<file path="config.mk">
export PLATFORM = sky130hd
export DESIGN_NAME = pc_fetch_unit
export DESIGN_NICKNAME = d
export VERILOG_FILES = /design/src/rtl/pc_fetch_unit.sv
export SDC_FILE = /design/constraint.sdc
export NUM_CORES = 1
export LEC_CHECK = 0
export BUFFER_PORTS_ARGS = -buffer_cell sky130_fd_sc_hd__clkbuf_2
export CORE_ASPECT_RATIO = 1.2
export CORE_UTILIZATION = 51
export CTS_BUF_LIST = sky130_fd_sc_hd__clkbuf_4
export CTS_CLUSTER_SIZE = 10
export DETAILED_ROUTE_END_ITERATION = 8
export PLACE_DENSITY = 0.78
export SETUP_SLACK_MARGIN = 0.02
export SLEW_MARGIN = 20
export SYNTH_ARGS = -nofsm -noshare
export SYNTH_HDL_FRONTEND = slang
export SYNTH_SLANG_ARGS = --single-unit
</file>
<file path="constraint.sdc">
create_clock -name clk -period 5.8 [get_ports clk]
set_input_delay 0.29 -clock clk [delete_from_list [all_inputs] [get_ports clk]]
set_output_delay 0.29 -clock clk [all_outputs]
set_load 0.05 [all_outputs]
</file>
<file path="src/rtl/pc_fetch_unit.sv">
// Fetch PC holder: issues one word fetch at a time, buffers returned
// instructions with their PCs for decode, and flushes on redirect.
module pc_fetch_unit #(
   parameter logic [31:0] RESET_PC  = 32'h0000_0000,
   parameter int          BUF_DEPTH = 2
) (
   input  logic        clk,
   input  logic        rst,
   input  logic        redirect_valid,
   input  logic [31:0] redirect_pc,
   output logic        imem_req_valid,
   input  logic        imem_req_ready,
   output logic [31:0] imem_req_addr,
   input  logic        imem_resp_valid,
   input  logic [31:0] imem_resp_data,
   output logic        inst_valid,
   input  logic        inst_ready,
   output logic [31:0] inst_data,
   output logic [31:0] inst_pc,
   output logic        misaligned
);

   localparam int PW = (BUF_DEPTH > 1) ? $clog2(BUF_DEPTH) : 1;
   localparam int CW = PW + 1;
   localparam logic [CW-1:0] DEPTH_C = CW'(BUF_DEPTH);

   logic [31:0]   fetch_pc_q, fetch_pc_d;
   logic [31:0]   req_pc_q, req_pc_d;
   logic          pending_q, pending_d;
   logic          drop_q, drop_d;
   logic          misaligned_q, misaligned_d;
   logic [PW-1:0] head_q, head_d;
   logic [PW-1:0] tail_q, tail_d;
   logic [CW-1:0] count_q, count_d;
   logic [31:0]   buf_data_q [BUF_DEPTH];
   logic [31:0]   buf_pc_q   [BUF_DEPTH];

   logic req_fire, resp_fire, push, pop;

   // Valid/ready: a transfer happens on any rising edge where both valid and
   // ready are high; valid never depends on ready on any channel here.
   assign imem_req_valid = !rst && !pending_q && !misaligned_q && !redirect_valid
                           && (count_q < DEPTH_C);
   assign imem_req_addr  = fetch_pc_q;
   assign inst_valid     = !rst && (count_q != '0);
   assign inst_data      = buf_data_q[head_q];
   assign inst_pc        = buf_pc_q[head_q];
   assign misaligned     = misaligned_q;

   assign req_fire  = imem_req_valid && imem_req_ready;
   assign resp_fire = imem_resp_valid && pending_q;
   assign push      = resp_fire && !drop_q && !redirect_valid;
   assign pop       = inst_valid && inst_ready && !redirect_valid;

   always_comb begin
      fetch_pc_d   = fetch_pc_q;
      req_pc_d     = req_pc_q;
      pending_d    = pending_q;
      drop_d       = drop_q;
      misaligned_d = misaligned_q;
      head_d       = head_q;
      tail_d       = tail_q;
      count_d      = count_q;
      if (redirect_valid) begin
         head_d       = '0;
         tail_d       = '0;
         count_d      = '0;
         fetch_pc_d   = redirect_pc;
         misaligned_d = |redirect_pc[1:0];
         // A still-outstanding fetch must be swallowed when it returns.
         pending_d    = pending_q && !imem_resp_valid;
         drop_d       = pending_q && !imem_resp_valid;
      end else begin
         if (req_fire) begin
            pending_d  = 1'b1;
            req_pc_d   = fetch_pc_q;
            fetch_pc_d = fetch_pc_q + 32'd4;
         end
         if (resp_fire) begin
            pending_d = 1'b0;
            drop_d    = 1'b0;
         end
         if (push) tail_d = tail_q + PW'(1);
         if (pop)  head_d = head_q + PW'(1);
         case ({push, pop})
            2'b10:   count_d = count_q + CW'(1);
            2'b01:   count_d = count_q - CW'(1);
            default: count_d = count_q;
         endcase
      end
   end

   always_ff @(posedge clk) begin
      if (rst) begin
         fetch_pc_q   <= RESET_PC;
         req_pc_q     <= RESET_PC;
         pending_q    <= 1'b0;
         drop_q       <= 1'b0;
         misaligned_q <= 1'b0;
         head_q       <= '0;
         tail_q       <= '0;
         count_q      <= '0;
      end else begin
         fetch_pc_q   <= fetch_pc_d;
         req_pc_q     <= req_pc_d;
         pending_q    <= pending_d;
         drop_q       <= drop_d;
         misaligned_q <= misaligned_d;
         head_q       <= head_d;
         tail_q       <= tail_d;
         count_q      <= count_d;
      end
   end

   always_ff @(posedge clk) begin
      if (!rst && push) begin
         buf_data_q[tail_q] <= imem_resp_data;
         buf_pc_q[tail_q]   <= req_pc_q;
      end
   end

endmodule

</file>
Yosys cells after proc, flatten, opt, wreduce, memory -nomap -nowiden. Memories as Yosys holds them, arrays and structs flattened. A register that Yosys moved wholly into a read port is not among the register bits. Index checks and enable logic that the tools add are counted.

Bits in registers: 71. Bits in latches: 0. RAM bits: 128. Bits in read-only memories: 0. Bits of input ports: 70. Word-level logic and storage cells: 60. Memories: 2.

$add $sub $neg: 5. Multipliers: 0. Divide/modulo/power cells: 0. Magnitude comparators: 1. Equality and inequality tests: 2. Shift-type cells: 0. Mux-type cells: 14. Bitwise operators: 1. Reductions and logical operators: 27.

Memory list: buf_data_q (words 2, width 32, rd ports 1, clocked after Yosys merged registers in 1, write ports 1, RTL line 35) `logic [31:0] buf_data_q [BUF_DEPTH];`; buf_pc_q (words 2, width 32, rd ports 1, clocked after Yosys merged registers in 1, write ports 1, RTL line 36) `logic [31:0] buf_pc_q [BUF_DEPTH];`.

Operator list (count): $mux 32 (2); $add 32x3->32 const B (1); $logic_and 1x1->1 (13); $mux 1 (11); $reduce_bool 2->1 (4); $logic_not 1->1 (6); $pmux 2 s2 (1); $reduce_or 2->1 (2); $reduce_bool 3->1 (1); $add 1x1->1 const B (2); $add 2x1->2 const B (1); $eq 2x1->1 const B (1); $eq 2x2->1 const B (1); $lt 2x2->1 const B (1); $reduce_and 2->1 (1); $sub 2x1->2 const B (1); $not 1->1 (1).

Logic depth before layout (Yosys ltp).
Depth in word-level cells: 9. Gate-level depth with buffers: 8.

Worst setup path before layout. Ideal clock, no wire load.

Kind: input port to flip-flop. Start point: input redirect_valid. End point: memory buf_data_q[1][0], enable pin. Setup time: 0.578 ns. Arrival time: 5.481 ns. Required time: 5.222 ns. Path slack: -0.260 ns. Cell stages on the path: 4. Cells stage by stage: clkbuf_1 > nor2_1 > nand3_1 > nor3b_1.

Word-level cells in the longest chain between the ends: 5.

Ends and longest elaborated chain: start: declaration (RTL line 9) `input logic redirect_valid,`; $logic_not 1->1 (RTL line 52) `assign push = resp_fire && !drop_q && !redirect_valid;`; $logic_and 1x1->1 (RTL line 52); $logic_and 1x1->1 (RTL line 116) `if (!rst && push) begin`; $mux 1 (RTL line 116); $mux 1 (not written as such) (RTL line 117) `buf_data_q[tail_q] <= imem_resp_data;`; end: declaration (RTL line 35).

Every way passes these cells.

Final worst setup path.
Start point: register count_q[1]. End point: register fetch_pc_q[8] (netlist: imem_req_addr[8]).

Word-level cells in the longest chain between the ends: 4.

Ends and longest elaborated chain: start: declaration (RTL line 34) `logic [CW-1:0] count_q, count_d;`; start signal: assignment (RTL line 111) `count_q <= count_d;`; $lt 2x2->1 (RTL line 43) `&& (count_q < DEPTH_C);`; $logic_and 1x1->1 (RTL line 43); $logic_and 1x1->1 (RTL line 50) `assign req_fire = imem_req_valid && imem_req_ready;`; $reduce_bool 2->1 (no line); end signal: assignment (RTL line 104) `fetch_pc_q <= fetch_pc_d;`; end: declaration (RTL line 27) `logic [31:0] fetch_pc_q, fetch_pc_d;`.

Every way passes these cells. A chain may end at the register's enable or synchronous reset.

==> impl_results.md <==
* Post-cts repair resize count at 0
* Number of antenna violations at the first check in global routing at 1
* Via count of the first global-routing pass at 5,454
* Power density cells at around 250 nW/um2
* H-Tree Depth at 4
* Number of remaining DRC errors at 0
* RSZ-0062 raised after global routing: no
* Net Count, Synth at 682
* Post-CTS clock slew at the launch and capture registers of the worst setup and hold paths at between 150 and 200 ps
* First-pass GRT wire length at approximately 26,000 um
* Switching fraction of total power at 26.2%
* Library cells used by synthesis at 52
* Fill cells at 1,154
* Most frequent cells in the layout: 168 x clkbuf_2, 128 x edfxtp_1, 91 x nand2_1
* Net Sw Power at 0.634 mW
* Kind of end point of the critical path: flip-flop
* DIE AREA at roughly 16,000 um2
* Die width at roughly 120 um
* Synth-to-Final Area Change at 23.0%
* Remaining global-route overflow at 0
* Worst Slack Setup Final at a little over 3000 ps
* CTS tree: yes
* Synthesis warning total at 0
* Total standard cell area after synthesis at between 7000 and 8000 um2
* Design Power at 2.42 mW
* Detailed router's first-iteration violation count at 590
* Reported max-cap violation count at 0
* Overall track demand over capacity in global routing at between 20% and 30%
* Drt first pass iters at 5
* Static Leak at between 3 and 4 nW
* Required arrival time at the worst endpoint at 6290 ps
* Share of async-settable or async-resettable flops after synthesis at 0%
* Inserted Clock Buffers at 17
* Row count at 49
* Layout cell share with drive strength beyond 1 at between 30 and 40%
* Post-route cell area at ~9600 um2
* Cell Area, Placed at about 8800 um2
* Dominant register cell in the synthesized netlist: edfxtp_1
* Total I/O pin count at about 170
* Clock period minus final worst setup slack at 2710 ps
* Count of flip-flops with a built-in enable after synthesis at 128
* Clock latency at the later pin of the worst-skew pair at between 500 and 600 ps
* Top cells by area, synth: edfxtp_1 49%, dfxtp_1 18%, mux2_2 9.5%
* Cell taking the most area after synthesis: edfxtp_1
* Die boundary height at 138 um
* Total of buffers placed on input and output ports at approximately 170
* Combinational share of power at approximately 8.1%
* Core area at between 15,000 and 20,000 um2
* Dpl ws at ~2800 ps
* Sequential fraction of the synthesis area at 67.5%
* Accumulated negative setup slack at 0 ps
* Count of mapped cells out of synthesis at just over 600
* Internal power at 1.79 mW
* CP Launch Type: flip-flop
* Initial Utilization at between 50% and 60%
* Leading cell type in the layout, fill and taps excluded: clkbuf_2
* Count of endpoints failing setup in the final report at 0
* Upper clock frequency limit at 369 MHz
* Routed Wire Length at about 17,000 um
* Average size of a mapped cell at about 13 um2
* Number of nets in the finished design at between 800 and 900
* Period utilisation layout at around 47%
* Number of synthesized register bits at 200
* Via density per instance at about 5.4
* Power share of the sequential group at between 60% and 70%
* Master cell of the clock root buffer: clkbuf_4
* Hold buffers post-CTS at 55
* Detailed-route wire length per cell at approximately 16 um
* Max Buffers Root-to-Sink at 2
* Worst IR drop on VDD at roughly 0.00011 V
* DR vias at 5,590
* Remaining number of nets flagged by the antenna check after routing at 0
* Largest fanout on the critical path at 56
* Power share of the clock group at ~28%
* Count of buffers added by post-CTS timing repair for setup at 0
* Run status: completed
* Crit Path Class: flip-flop to flip-flop
* Pin count of the biggest net entering global routing at 73
* Final HPWL from detailed placement at ~11,000 um
* TritonCTS sink count at 200
* Clock skew after layout at 26.6 ps
* Transition time at the pin with the least slew margin at between 1000 and 1500 ps
* Worst hold slack at approximately 60 ps
* Area share of the largest cell type after synthesis at around half
* Class of the worst hold path: input pin to flip-flop
* Worst endpoint data arrival time at ~3200 ps
* Fin. max-slew vios at 0
* Final weighted congestion of routability-driven global placement at between 0.8 and 0.9
* Number of hold violations in the final report at 0
* Headroom to the max-slew limit at between 30% and 40%
==> metrics by stage <==
step	util, %	std cells
after floorplan	-	610
after global placement	58.8	949
after detailed placement	58.8	949
after CTS	64.1	1036
after global routing	64.1	1037
final	64.1	1037
==> state kept, by name, summed over array words and instances, names as in the netlist, named ones only <==
signal / flops
buf_data_q: 64
buf_pc_q: 64
imem_req_addr: 32
req_pc_q: 32
count_q: 2
drop_q: 1
head_q: 1
misaligned: 1
pending_q: 1
tail_q: 1
==> final cells by class <==
type	count	area [um2]	area share, %
Clock buffer	18	135	1.40
Timing Repair Buffer	227	1420	14.8
Antenna cell	1	2.50	0.0260
Clock inverter	14	116	1.21
Sequential cell	200	5290	54.9
Multi-Input combinational cell	368	2390	24.8
Tap cell	204	255	2.65
Inverter	5	18.8	0.195
==> final timing paths <==
kind                                  start                       endpoint  slack, ps  cells past startpoint
setup / recovery    count_q[1]$_SDFFE_PP0P_  imem_req_addr[8]$_SDFFE_PP0P_       3090                      5
hold / removal               redirect_pc[5]  imem_req_addr[5]$_SDFFE_PP0P_         60                      3
setup reg to reg    count_q[1]$_SDFFE_PP0P_  imem_req_addr[8]$_SDFFE_PP0P_       3090                      5
hold reg to reg   req_pc_q[10]$_SDFFE_PP0P_      buf_pc_q[1][10]$_DFFE_PP_        470                      0
==> power by group through the flow <==
| stage | sequential, mW | clock, mW | combinational, mW |
|---|---|---|---|
| 2_1_floorplan | 1.62 | 0 | 0.0619 |
| 3_3_place_gp | 1.58 | 0 | 0.160 |
| 3_5_place_dp | 1.58 | 0 | 0.165 |
| 4_1_cts | 1.55 | 0.689 | 0.195 |
| 5_1_grt | 1.56 | 0.744 | 0.209 |
| 6_report | 1.55 | 0.671 | 0.196 |
==> Yosys cell counts (4+ instances only) <==
cell type / count
and3_1: 6
inv_1: 5
o21ai_0: 11
nor3_1: 5
nand2_1: 92
buf_2: 9
dfxtp_1: 72
edfxtp_1: 128
mux2_2: 66
nand4_1: 10
a211oi_1: 4
xor2_1: 6
nand3_1: 12
a31oi_1: 11
o211ai_1: 6
or3_1: 4
clkbuf_1: 25
a21oi_1: 58
nor2_1: 32
==> worst max-delay path, cell delays in order, from the launching register on <==
cell and delay (ps):
dfxtp_1 390, nor3_1 480, nand2_2 720, or2_2 570, or3_1 320, a31oi_1 160
==> metal layers <==
metal	track usage (%)	part of all wire (%)
met5	0	0
met4	7.79	1.4
met3	4.36	5.6
met2	38.4	52
met1	26.1	41
==> logic make-up (layout without fill, tap and decap cells) <==
| logic type | count (synthesis) | in the layout | share of synthesized area [%] |
|---|---|---|---|
| AOI/OAI and AO/OA | 112 | 112 | 8.61 |
| xor gates and xnor gates | 8 | 8 | 0.895 |
| adders and majority gates | 2 | 2 | 0.320 |
| buffers and inverters | 42 | 264 | 2.21 |
| DFF | 200 | 200 | 67.5 |
| muxes | 68 | 68 | 9.75 |
| other | 0 | 1 | 0 |
| and+or+nand+nor | 178 | 178 | 10.7 |
(Power assumes the default switching activity.)
